$ cat config.mk
export PLATFORM = sky130hd
export DESIGN_NAME = latch_bank_arbiter
export DESIGN_NICKNAME = d
export VERILOG_FILES = /design/src/rtl/latch_bank_arbiter.sv
export SDC_FILE = /design/constraint.sdc
export NUM_CORES = 1
export LEC_CHECK = 0
export BUFFER_PORTS_ARGS = -buffer_cell sky130_fd_sc_hd__buf_4
export CAP_MARGIN = 20
export CORE_MARGIN = 2
export CORE_UTILIZATION = 30
export DETAILED_ROUTE_END_ITERATION = 10
export GPL_ROUTABILITY_DRIVEN = 0
export PLACE_DENSITY_LB_ADDON = 0.2
export SETUP_SLACK_MARGIN = 0.4
export SKIP_CTS_REPAIR_TIMING = 1
export SYNTH_ARGS = -nofsm -noshare
export SYNTH_HDL_FRONTEND = slang
export SYNTH_SLANG_ARGS = --single-unit
$ cat constraint.sdc
create_clock -name clk -period 2.8 [get_ports clk]
set_input_delay 0.42 -clock clk [delete_from_list [all_inputs] [get_ports clk]]
set_output_delay 0.42 -clock clk [all_outputs]
set_load 0.03 [all_outputs]
$ cat src/rtl/latch_bank_arbiter.sv
// Round-robin write controller for a bank of gated D latches: captures one request at a time and
// drives a setup / gate / hold sequence so latch data never changes while a gate is open.
module latch_bank_arbiter #(
  parameter int unsigned NUM_REQ  = 4,
  parameter int unsigned DATA_W   = 8,
  parameter int unsigned ADDR_W   = 2,
  parameter int unsigned GATE_CYC = 1
) (
  input  logic                        clk,
  input  logic                        rst,
  input  logic [NUM_REQ-1:0]          req,
  input  logic [NUM_REQ*DATA_W-1:0]   req_data,
  input  logic [NUM_REQ*ADDR_W-1:0]   req_addr,
  output logic [NUM_REQ-1:0]          grant,
  output logic [NUM_REQ-1:0]          ack,
  output logic [DATA_W-1:0]           latch_d,
  output logic [(2**ADDR_W)-1:0]      latch_en,
  output logic                        busy
);

  localparam int unsigned NumLatch = 2 ** ADDR_W;
  localparam int unsigned PtrW     = (NUM_REQ > 1) ? $clog2(NUM_REQ) : 1;
  localparam int unsigned CntW     = (GATE_CYC > 1) ? $clog2(GATE_CYC) : 1;

  typedef enum logic [1:0] {
    StIdle,
    StSetup,
    StGate,
    StHold
  } state_e;

  state_e              state_q, state_d;
  logic [PtrW-1:0]     ptr_q, ptr_d;
  logic [PtrW-1:0]     win_q, win_d;
  logic [ADDR_W-1:0]   addr_q, addr_d;
  logic [DATA_W-1:0]   data_q, data_d;
  logic [CntW-1:0]     cnt_q, cnt_d;
  logic [NUM_REQ-1:0]  grant_q, grant_d;
  logic [NUM_REQ-1:0]  ack_q, ack_d;
  logic [NumLatch-1:0] en_q, en_d;

  // Round-robin search: first requester at or above ptr_q, wrapping.
  logic                found;
  logic [PtrW-1:0]     pick;
  logic [31:0]         cand;
  logic [NUM_REQ-1:0]  pick_onehot;
  logic [NumLatch-1:0] addr_onehot;

  always_comb begin
    found = 1'b0;
    pick  = ptr_q;
    cand  = '0;
    for (int unsigned k = 0; k < NUM_REQ; k++) begin
      cand = (32'(ptr_q) + k) % NUM_REQ;
      if (!found && req[cand[PtrW-1:0]]) begin
        found = 1'b1;
        pick  = cand[PtrW-1:0];
      end
    end
  end

  always_comb begin
    pick_onehot       = '0;
    pick_onehot[pick] = 1'b1;
    addr_onehot         = '0;
    addr_onehot[addr_q] = 1'b1;
  end

  // State register.
  always_ff @(posedge clk or posedge rst) begin
    if (rst) begin
      state_q <= StIdle;
      ptr_q   <= '0;
      win_q   <= '0;
      addr_q  <= '0;
      data_q  <= '0;
      cnt_q   <= '0;
      grant_q <= '0;
      ack_q   <= '0;
      en_q    <= '0;
    end else begin
      state_q <= state_d;
      ptr_q   <= ptr_d;
      win_q   <= win_d;
      addr_q  <= addr_d;
      data_q  <= data_d;
      cnt_q   <= cnt_d;
      grant_q <= grant_d;
      ack_q   <= ack_d;
      en_q    <= en_d;
    end
  end

  // Next-state logic. Gate enables and ack are registered so the latch gates see clean edges.
  always_comb begin
    state_d = state_q;
    ptr_d   = ptr_q;
    win_d   = win_q;
    addr_d  = addr_q;
    data_d  = data_q;
    cnt_d   = cnt_q;
    grant_d = grant_q;
    ack_d   = '0;
    en_d    = '0;
    unique case (state_q)
      StIdle: begin
        if (found) begin
          state_d = StSetup;
          win_d   = pick;
          addr_d  = req_addr[pick*ADDR_W +: ADDR_W];
          data_d  = req_data[pick*DATA_W +: DATA_W];
          grant_d = pick_onehot;
        end
      end
      StSetup: begin
        state_d = StGate;
        cnt_d   = CntW'(GATE_CYC - 1);
        en_d    = addr_onehot;
      end
      StGate: begin
        if (cnt_q == '0) begin
          state_d = StHold;
          ack_d   = grant_q;
        end else begin
          cnt_d = cnt_q - 1'b1;
          en_d  = addr_onehot;
        end
      end
      StHold: begin
        state_d = StIdle;
        ptr_d   = (32'(win_q) == NUM_REQ - 1) ? '0 : win_q + 1'b1;
        grant_d = '0;
      end
      default: state_d = StIdle;
    endcase
  end

  // Outputs.
  always_comb begin
    grant    = grant_q;
    ack      = ack_q;
    latch_d  = data_q;
    latch_en = en_q;
    busy     = (state_q != StIdle);
  end

  a_en_onehot0 : assert property (@(posedge clk) disable iff (rst) $onehot0(en_q));
  a_grant_onehot0 : assert property (@(posedge clk) disable iff (rst) $onehot0(grant_q));
  a_en_only_in_gate : assert property (@(posedge clk) disable iff (rst)
    (|en_q) |-> (state_q == StGate));
  a_data_stable_when_gated : assert property (@(posedge clk) disable iff (rst)
    (|en_q) |-> $stable(data_q));

endmodule

# Yosys cells after proc, flatten, opt, wreduce, memory -nomap -nowiden
# Cells that the tools add are included.
classes:
  magnitude_cmp: 8
  add_sub_neg: 5
  eq_ne: 6
  n_reduce_logical: 15
  shift: 2
  muxes: 31
ops:
  columns: ["op", "n"]
  rows:
  - ["32-bit by 6-bit variable part select with 8-bit output", 1]
  - ["2-bit by 3-bit < comparator with 1-bit output, second input constant", 6]
  - ["4-bit 2-to-1 mux", 4]
  - ["4-bit one-hot mux with 2 select lines", 2]
  - ["2-bit 2-to-1 mux", 6]
  - ["1-bit 2-to-1 mux", 11]
  - ["1-bit binary-select mux with 2-bit select", 4]
  - ["2-bit one-hot mux with 4 select lines", 1]
  - ["8-bit by 4-bit variable part select with 2-bit output", 1]
  - ["2-bit equality test, second input constant", 3]
  - ["2-bit AND reduction", 3]
  - ["2-bit nonzero test", 3]
  - ["1-bit logical AND", 5]
  - ["2-bit by 1-bit adder with 2-bit output, second input constant", 2]
  - ["2-bit adder, second input constant", 2]
  - ["1-bit demux with 2-bit select", 2]
  - ["2-bit by 1-bit >= comparator with 1-bit output, second input constant", 2]
  - ["2-bit != test, second input constant", 2]
  - ["1-bit logical NOT", 3]
  - ["2-bit by 1-bit equality test with 1-bit output, second input constant", 1]
  - ["2-bit logical NOT", 1]
  - ["1-bit one-hot mux with 2 select lines", 1]
  - ["1-bit subtractor, second input constant", 1]
word_totals:
  in_bits: 46
  wordCells: 76
  regBits: 29
  out_inout_bits: 21

# Depth between registers and ports, before layout
# Gate-level depths: netlist of run 1.
logic_depth:
  depth_word: 18
  ltp_mapped: 7
  mapped_depth_nobuf: 6

# Least setup slack after synthesis of run 1
# No wires, ideal clock.
synth_path:
  path_type: "input to register"
  from: "in req[2]"
  to: "reg state_q[1]"
  t_required_ps: 2675
  path_slack_ps: 1017
  t_arrival_ps: 1658
  n_path_buf: 1
  setup_time_ps: 125
  path_stages: 4
  path_cell_list: "buf_2 > or4_4 > nor2_2 > mux2_2"
synth_between:
  elab_chain_cells: 14
  word_cells_on_any_way: 20
  classes_between: "1 x eq/ne; 12 x mux; 7 x reduce/logical"
synth_lines:
  columns: ["element", "line", "rtl"]
  rows:
  - ["start, declared", "11", "input logic [NUM_REQ-1:0] req,"]
  - ["1-bit binary-select mux with 2-bit select", "55", "if (!found && req[cand[PtrW-1:0]]) begin"]
  - ["1-bit 2-to-1 mux (implied by the code)", "55", null]
  - ["1-bit 2-to-1 mux", "55", null]
  - ["1-bit logical NOT", "55", null]
  - ["1-bit logical AND", "55", null]
  - ["1-bit 2-to-1 mux", "55", null]
  - ["1-bit logical NOT", "55", null]
  - ["1-bit logical AND", "55", null]
  - ["1-bit 2-to-1 mux", "55", null]
  - ["1-bit logical NOT", "55", null]
  - ["1-bit logical AND", "55", null]
  - ["1-bit 2-to-1 mux (*)", "55", null]
  - ["2-bit != test (no source line) (*)", null, null]
  - ["2-bit AND reduction (no source line) (*)", null, null]
  - ["end signal, assigned", "72", "state_q <= StIdle;"]
  - ["end signal, assigned", "82", "state_q <= state_d;"]
  - ["end, declared", "32", "state_e state_q, state_d;"]
# Mark *: on every way between the ends. The rest lies on a longest branch, timed or not. The select of a mux whose other input is x is not followed.
# A chain may end at the register's enable or synchronous reset.

# Final worst setup path of run 1
layout_path:
  from: "reg ptr_q[1]"
  to: "reg data_q[0], in the netlist latch_d[0]"
layout_between:
  elab_chain_cells: 13
  word_cells_on_any_way: 26
  classes_between: "3 x add/sub; 1 x shift; 15 x mux; 7 x reduce/logical"
layout_lines:
  columns: ["element", "line", "rtl"]
  rows:
  - ["start, declared", "33", "logic [PtrW-1:0] ptr_q, ptr_d;"]
  - ["start signal, assigned", "83", "ptr_q <= ptr_d;"]
  - ["parallel branches: the longest is 13 deep, another holds 2-bit by 1-bit adder with 2-bit output", null, null]
  - ["end signal, assigned", "86", "data_q <= data_d;"]
  - ["end, declared", "36", "logic [DATA_W-1:0] data_q, data_d;"]
# Parallel ways; which one is timed is not known. The select of a mux whose other input is x is not followed.

==> reports/metrics.cfg, run 1 <==
[sta]
period_needed_ns = 2.22
drv_slew = 0
tns_ns = 0
finalSetupViolCount = 0
max_slew.worst_pin.slew_ns = 0.591
relSlewSlack_pct = 60.3
grt_setup_unrepaired = no
fmax_mhz = 451
hold_viol_final = 0
period_share_pct = 79.1
finalClockSkew_ns = 0.00750

[route]
met1_length_um = 2120
top_layer_used = met4
dr_wl_met3_um = 222
wl_met2_um = 2210
ant_nets = 0
vias_per_cell = 5.27
drc = 0
first_pass_iters = 5
drt-total-wl_um = 4640
vias = 1629
drt_iter0_markers = 83
avgRoutedWirePerCell_um = 15.0

[critical_path]
crit_type = flop to flop
cp-start-kind = flop
crit_required_ns = 2.96
reg2reg_to = latch_d[0]
reg2reg_depth = 5
r2r-start = ptr_q[1]
crit_path_end_kind = flop
ff2ff_setup_slack_ns = 0.58
cp_data_arrival_time_ns = 2.37
crit_fanout = 14

[synth]
synth_flop_cell = dfrtp_1
syn_area_per_cell_um2 = 9.39
synth_area_leaders = dfrtp_1 42%, and4_1 5.2%, a221oi_1 4.7%
synth_area_um2 = 1670
yosysSeqAreaShare_pct = 41.9
synth_cell_types = 43
ys_seq_elements = 28
synth_xor_area_share_pct = 0
syn-instance-count = 178
synth_nets = 230
yosys_warnings = 0
synthMuxAreaShare_pct = 1.95
yosysTopAreaCell = dfrtp_1
synth-edff-count = 0
synth_top_family_by_area = compound AO/OA/AOI/OAI gates
synth_simple_gate_area_share_pct = 18.9
synth_top_area_share_pct = 41.9
synth-async-reset-ratio_pct = 100
synth-compound-area-share_pct = 28.1
synthAdderAreaFrac_pct = 4.49

[pwr]
p_sw_mw = 1.01
pwr-share-clk_pct = 14.3
p_int_mw = 1.24
comb_power_share_pct = 54.4
peakVddDrop_v = 0.000390
leakagePower_nw = 1.04
sw_frac_of_total_pct = 45.0
power_density_nw_per_um2 = 986
p_seq_share_pct = 31.3

[min_path]
worstHoldPathType = input pin to asynchronous set/reset pin

[global_route]
grt_usage_pct = 15.3
grt_max_degree = 29
grt_pass1_vias = 1509
grt_pass1_wl_um = 7440
antenna_found_initial = 0
grt_overflow = 0

[floorplanning]
num_rows = 27
die_w_um = 78.6
die_area_um2 = 6190
core_um2 = 5440
start_util_pct = 30.7
die_h_um = 78.6
num_io_pins = 67

[cells_and_area]
layout_commonest_cell = buf_4
stdcell_count = 309
finalNetCount = 290
syn2layout_area_growth_pct = 36.5
diodes = 0
final_layout_size_suffix_gt1_share_pct = 34.2
layout_common_cells = 67 x buf_4, 28 x dfrtp_1, 16 x nor2_1

[clock_network]
cts_tree = yes
clock_sinks = 28
clockBufferDepth = 2
ctsHtreeMaxLevel = 1
cts_buffers = 3
clk_latency_ns = 0.28
path_clk_slew_ns = 0.10
cts-root-buf = clkbuf_8

[flow_run]
maxCapViolations = 0

[placed_design]
place_inst = 305
io_buffers = 66
hpwlAfterDp_um = 3500

[run_status]
outcome = complete, no violations

power by group through the flow:
| stage | logic (mW) | registers, mW | clock network [mW] |
|---|---|---|---|
| floorplan | 0.682 | 0.865 | 0 |
| global placement | 1.22 | 0.711 | 0 |
| detailed placement | 1.22 | 0.716 | 0 |
| CTS | 1.23 | 0.705 | 0.333 |
| global route | 1.35 | 0.729 | 0.353 |
| finish | 1.22 | 0.704 | 0.322 |
worst max path at each step:
stage                     cells after the start         end     start  slack [ns]
final                                         5  latch_d[0]  ptr_q[1]        0.58
after global placement                        5  latch_d[0]  ptr_q[1]        0.74
after floorplan                               4  state_q[1]    req[2]        1.02
after CTS                                     5  latch_d[0]  ptr_q[1]        0.62
after global routing                          5  latch_d[0]  ptr_q[1]        0.41
after detailed placement                      5  latch_d[0]  ptr_q[1]        0.63
worst max-delay path, stage by stage, from the launching register on:
cell,delay (ns)
dfrtp_1,0.63
a21boi_1,0.16
o21bai_1,0.51
nand3_2,0.22
a2111oi_0,0.49
a211oi_1,0.08
registers in the layout, indices dropped and copies added (netlist names):
| name | cells |
|---|---|
| latch_en | 4 |
| latch_d | 8 |
| ptr_q | 2 |
| state_q | 2 |
| grant | 4 |
| ack | 4 |
| addr_q | 2 |
| win_q | 2 |
Yosys cell counts (3+ instances only):
master and instances:
a21oi_1 13, dfrtp_1 28, ha_1 6, nand2_1 10, and2_1 6, nor2b_1 3, o21ai_1 6, nor2_1 16
a221oi_1 9, and4_1 10, o31a_1 9, o21ai_0 14, inv_1 5, buf_2 8
through the flow:
step,power (mW),hold slack [ns],cell area (um2),util [%],setup slack [ns]
final,2.25,0.199,2280,41.9,0.584
after global routing,2.43,0.228,2280,41.9,0.412
after CTS,2.27,0.207,2280,41.9,0.618
after detailed placement,1.94,0.475,2210,40.6,0.634
after global placement,1.93,0.472,2210,40.6,0.742
after floorplan,1.55,0.453,1670,-,1.02
routing by layer:
metal | GRT usage (%) | vias up
met1 | 22.1 | 784
met5 | 0 | -
met3 | 2.87 | 7
met2 | 23.6 | 50
li1 | - | 788
met4 | 3.86 | 0
cells by family after synthesis:
kind of cell / Yosys count
and+or+nand+nor: 55
muxes: 3
buffers and inverters: 18
adders and majority gates: 6
AOI/OAI and AO/OA: 68
DFF: 28
final cells by class:
cell class,count,area [um2]
multi-input combinational,132,893
inverter,6,22.5
sequential,28,701
clock buffer,3,41.3
clock inverter,1,30.0
fill,547,3160
tap,72,90.1
timing repair buffer,67,503
Note: power is estimated with default switching activity, not from simulation.
==> run 2, diff against run 1 <==
- clock period: 2.8 -> 1.8 ns (I/O delays scaled with it)
==> reports/metrics.cfg, run 2 (synthesis results as in run 1) <==
[run_status]
outcome = complete, no violations

[cells_and_area]
layout_commonest_cell = buf_4
layout.area.seq_um2 = 703  ; +0.36%
largest_reg_flops = 8  ; unchanged
multi_input_area_um2 = 1100  ; +23%
fill_cells = 526  ; -3.8%
stdcell_count = 331  ; +7.1%
final_layout_size_suffix_gt1_share_pct = 52.5  ; +18 points
layout_common_cells = 84 x buf_4, 26 x dfrtp_1, 15 x nor2_1
diodes = 0  ; unchanged
syn2layout_area_growth_pct = 59.1
design_area_um2 = 2660  ; +17%
finalNetCount = 312  ; +7.6%

[critical_path]
ff2ff_setup_slack_ns = 0.11  ; -0.47 ns
max_stage_delay_ns = 0.42  ; -0.21 ns
cp_data_arrival_time_ns = 1.85  ; -0.52 ns
r2r-start = ptr_q[1]
cp_slowest_cell = dfrtp_2
path_delay_family = compound AO/OA/AOI/OAI gates
cp-start-kind = flop
crit_path_end_kind = flop
crit_end = latch_d[0]
crit_type = flop to flop
crit_path_frequent_cell = buf_4
reg2reg_to = latch_d[0]
crit_fanout = 10  ; -4
reg2reg_depth = 7  ; +2
crit_path_cell_trace = buf_4 > a21boi_2 > o21bai_2 > buf_4 > and4_1 > a2111oi_4 > a211oi_2
crit_buf_inv = 2  ; +2
cp-startpoint = ptr_q[1]
cp_num_cells = 7  ; +2
crit_required_ns = 1.96  ; -1.00 ns

[placed_design]
io_buffers = 66  ; unchanged
hpwlAfterDp_um = 3650  ; +4.1%
place_inst = 311  ; +2.0%
dpl_cell_area_um2 = 2390  ; +8.3%

[global_route]
grt_pass1_vias = 1534  ; +1.7%
grt_overflow = 0  ; unchanged
antenna_found_initial = 0  ; unchanged
grt_usage_pct = 15.9  ; +0.55 points
grt_max_degree = 17  ; -41%
grt_pass1_wl_um = 7790  ; +4.7%

[floorplanning]
start_util_pct = 30.7  ; unchanged
num_rows = 27  ; unchanged
num_io_pins = 67  ; unchanged
die_h_um = 78.6  ; unchanged
die_area_um2 = 6190  ; unchanged
die_w_um = 78.6  ; unchanged
core_um2 = 5440  ; unchanged

[clock_network]
clk_latency_ns = 0.27  ; about the same
cts-root-buf = clkbuf_8
cts_tree = yes
path_clk_slew_ns = 0.10  ; about the same
ctsHtreeMaxLevel = 1  ; unchanged
clock_sinks = 28  ; unchanged
cts_buffers = 3  ; unchanged
clockBufferDepth = 2  ; unchanged

[route]
ant_nets = 0  ; unchanged
drt_iter0_markers = 59  ; -29%
vias = 1675  ; +2.8%
first_pass_iters = 4  ; -1
drc = 0  ; unchanged
drt-total-wl_um = 5060  ; +9.0%
vias_per_cell = 5.06  ; -4.0%
avgRoutedWirePerCell_um = 15.3  ; +1.7%

[sta]
hold_viol_final = 0  ; unchanged
drv_slew = 0  ; unchanged
finalSetupViolCount = 0  ; unchanged
relSlewSlack_pct = 65.1  ; +4.8 points
fmax_mhz = 592  ; +31%
finalClockSkew_ns = 0.00482  ; -0.00268 ns
period_needed_ns = 1.69  ; -0.527 ns
grt_setup_unrepaired = yes
period_share_pct = 93.8  ; +15 points
max_slew.worst_pin.slew_ns = 0.522  ; -0.0686 ns

[pwr]
peakVddDrop_v = 0.000612  ; +57%
power_density_nw_per_um2 = 1560  ; +58%
leakagePower_nw = 1.20  ; +15%

[min_path]
worstHoldPathType = input pin to asynchronous set/reset pin

[flow_run]
maxCapViolations = 0  ; unchanged

-- run 2: changes by cell type in the layout (fill, tap and decap cells not counted), sizes merged --
cell	delta
buf	+21
bufinv	-1
clkbuf	+1
o21ai	+1
-- run 2: worst min-delay path by stage --
stage / startpoint / end / slack (ns) / cells past startpoint
after floorplan: rst / ack[0] / 0.34 / 1
after global placement: rst / latch_en[2] / 0.34 / 2
after detailed placement: rst / latch_en[2] / 0.35 / 2
after CTS: rst / latch_en[2] / 0.05 / 2
after global routing: rst / latch_en[2] / 0.06 / 2
final: rst / latch_en[2] / 0.02 / 2
-- run 2: through the flow --
stage | utilization [%] | hold slack [ns] | setup TNS [ns] | setup WS, ns | power [mW]
4_1_cts | 45.0 | 0.0476 | -0.0497 | -0.0497 | 3.69
3_3_place_gp | 44.0 | 0.342 | 0 | 0.0303 | 3.28
6_report | 48.9 | 0.0222 | 0 | 0.112 | 4.15
3_5_place_dp | 44.0 | 0.349 | -0.0252 | -0.0252 | 3.29
2_1_floorplan | - | 0.335 | 0 | 0.271 | 2.69
5_1_grt | 48.9 | 0.0602 | 0 | 0.0120 | 4.47
-- run 2: power breakdown --
group	leakage [nW]	switching, mW	internal [mW]
sequential	0.347	0.195	0.885
combinational	0.824	1.48	1.20
clock	0.0288	0.195	0.196
-- run 2: per-layer routing --
| metal | vias up | GRT usage [%] | share of wire, % |
|---|---|---|---|
| li1 | 831 | - | - |
| met1 | 782 | 23.4 | 46 |
| met2 | 60 | 24.0 | 48 |
| met3 | 2 | 2.07 | 5.3 |
| met4 | 0 | 4.91 | 0.77 |
| met5 | - | 0 | 0 |
-- run 2: layout make-up --
type / instances / share of cell area, %
tap: 72 / 3.39
inverter: 6 / 1.04
clock buffer: 4 / 2.07
timing repair buffer: 88 / 25.7
multi-input combinational: 133 / 41.3
sequential: 28 / 26.4
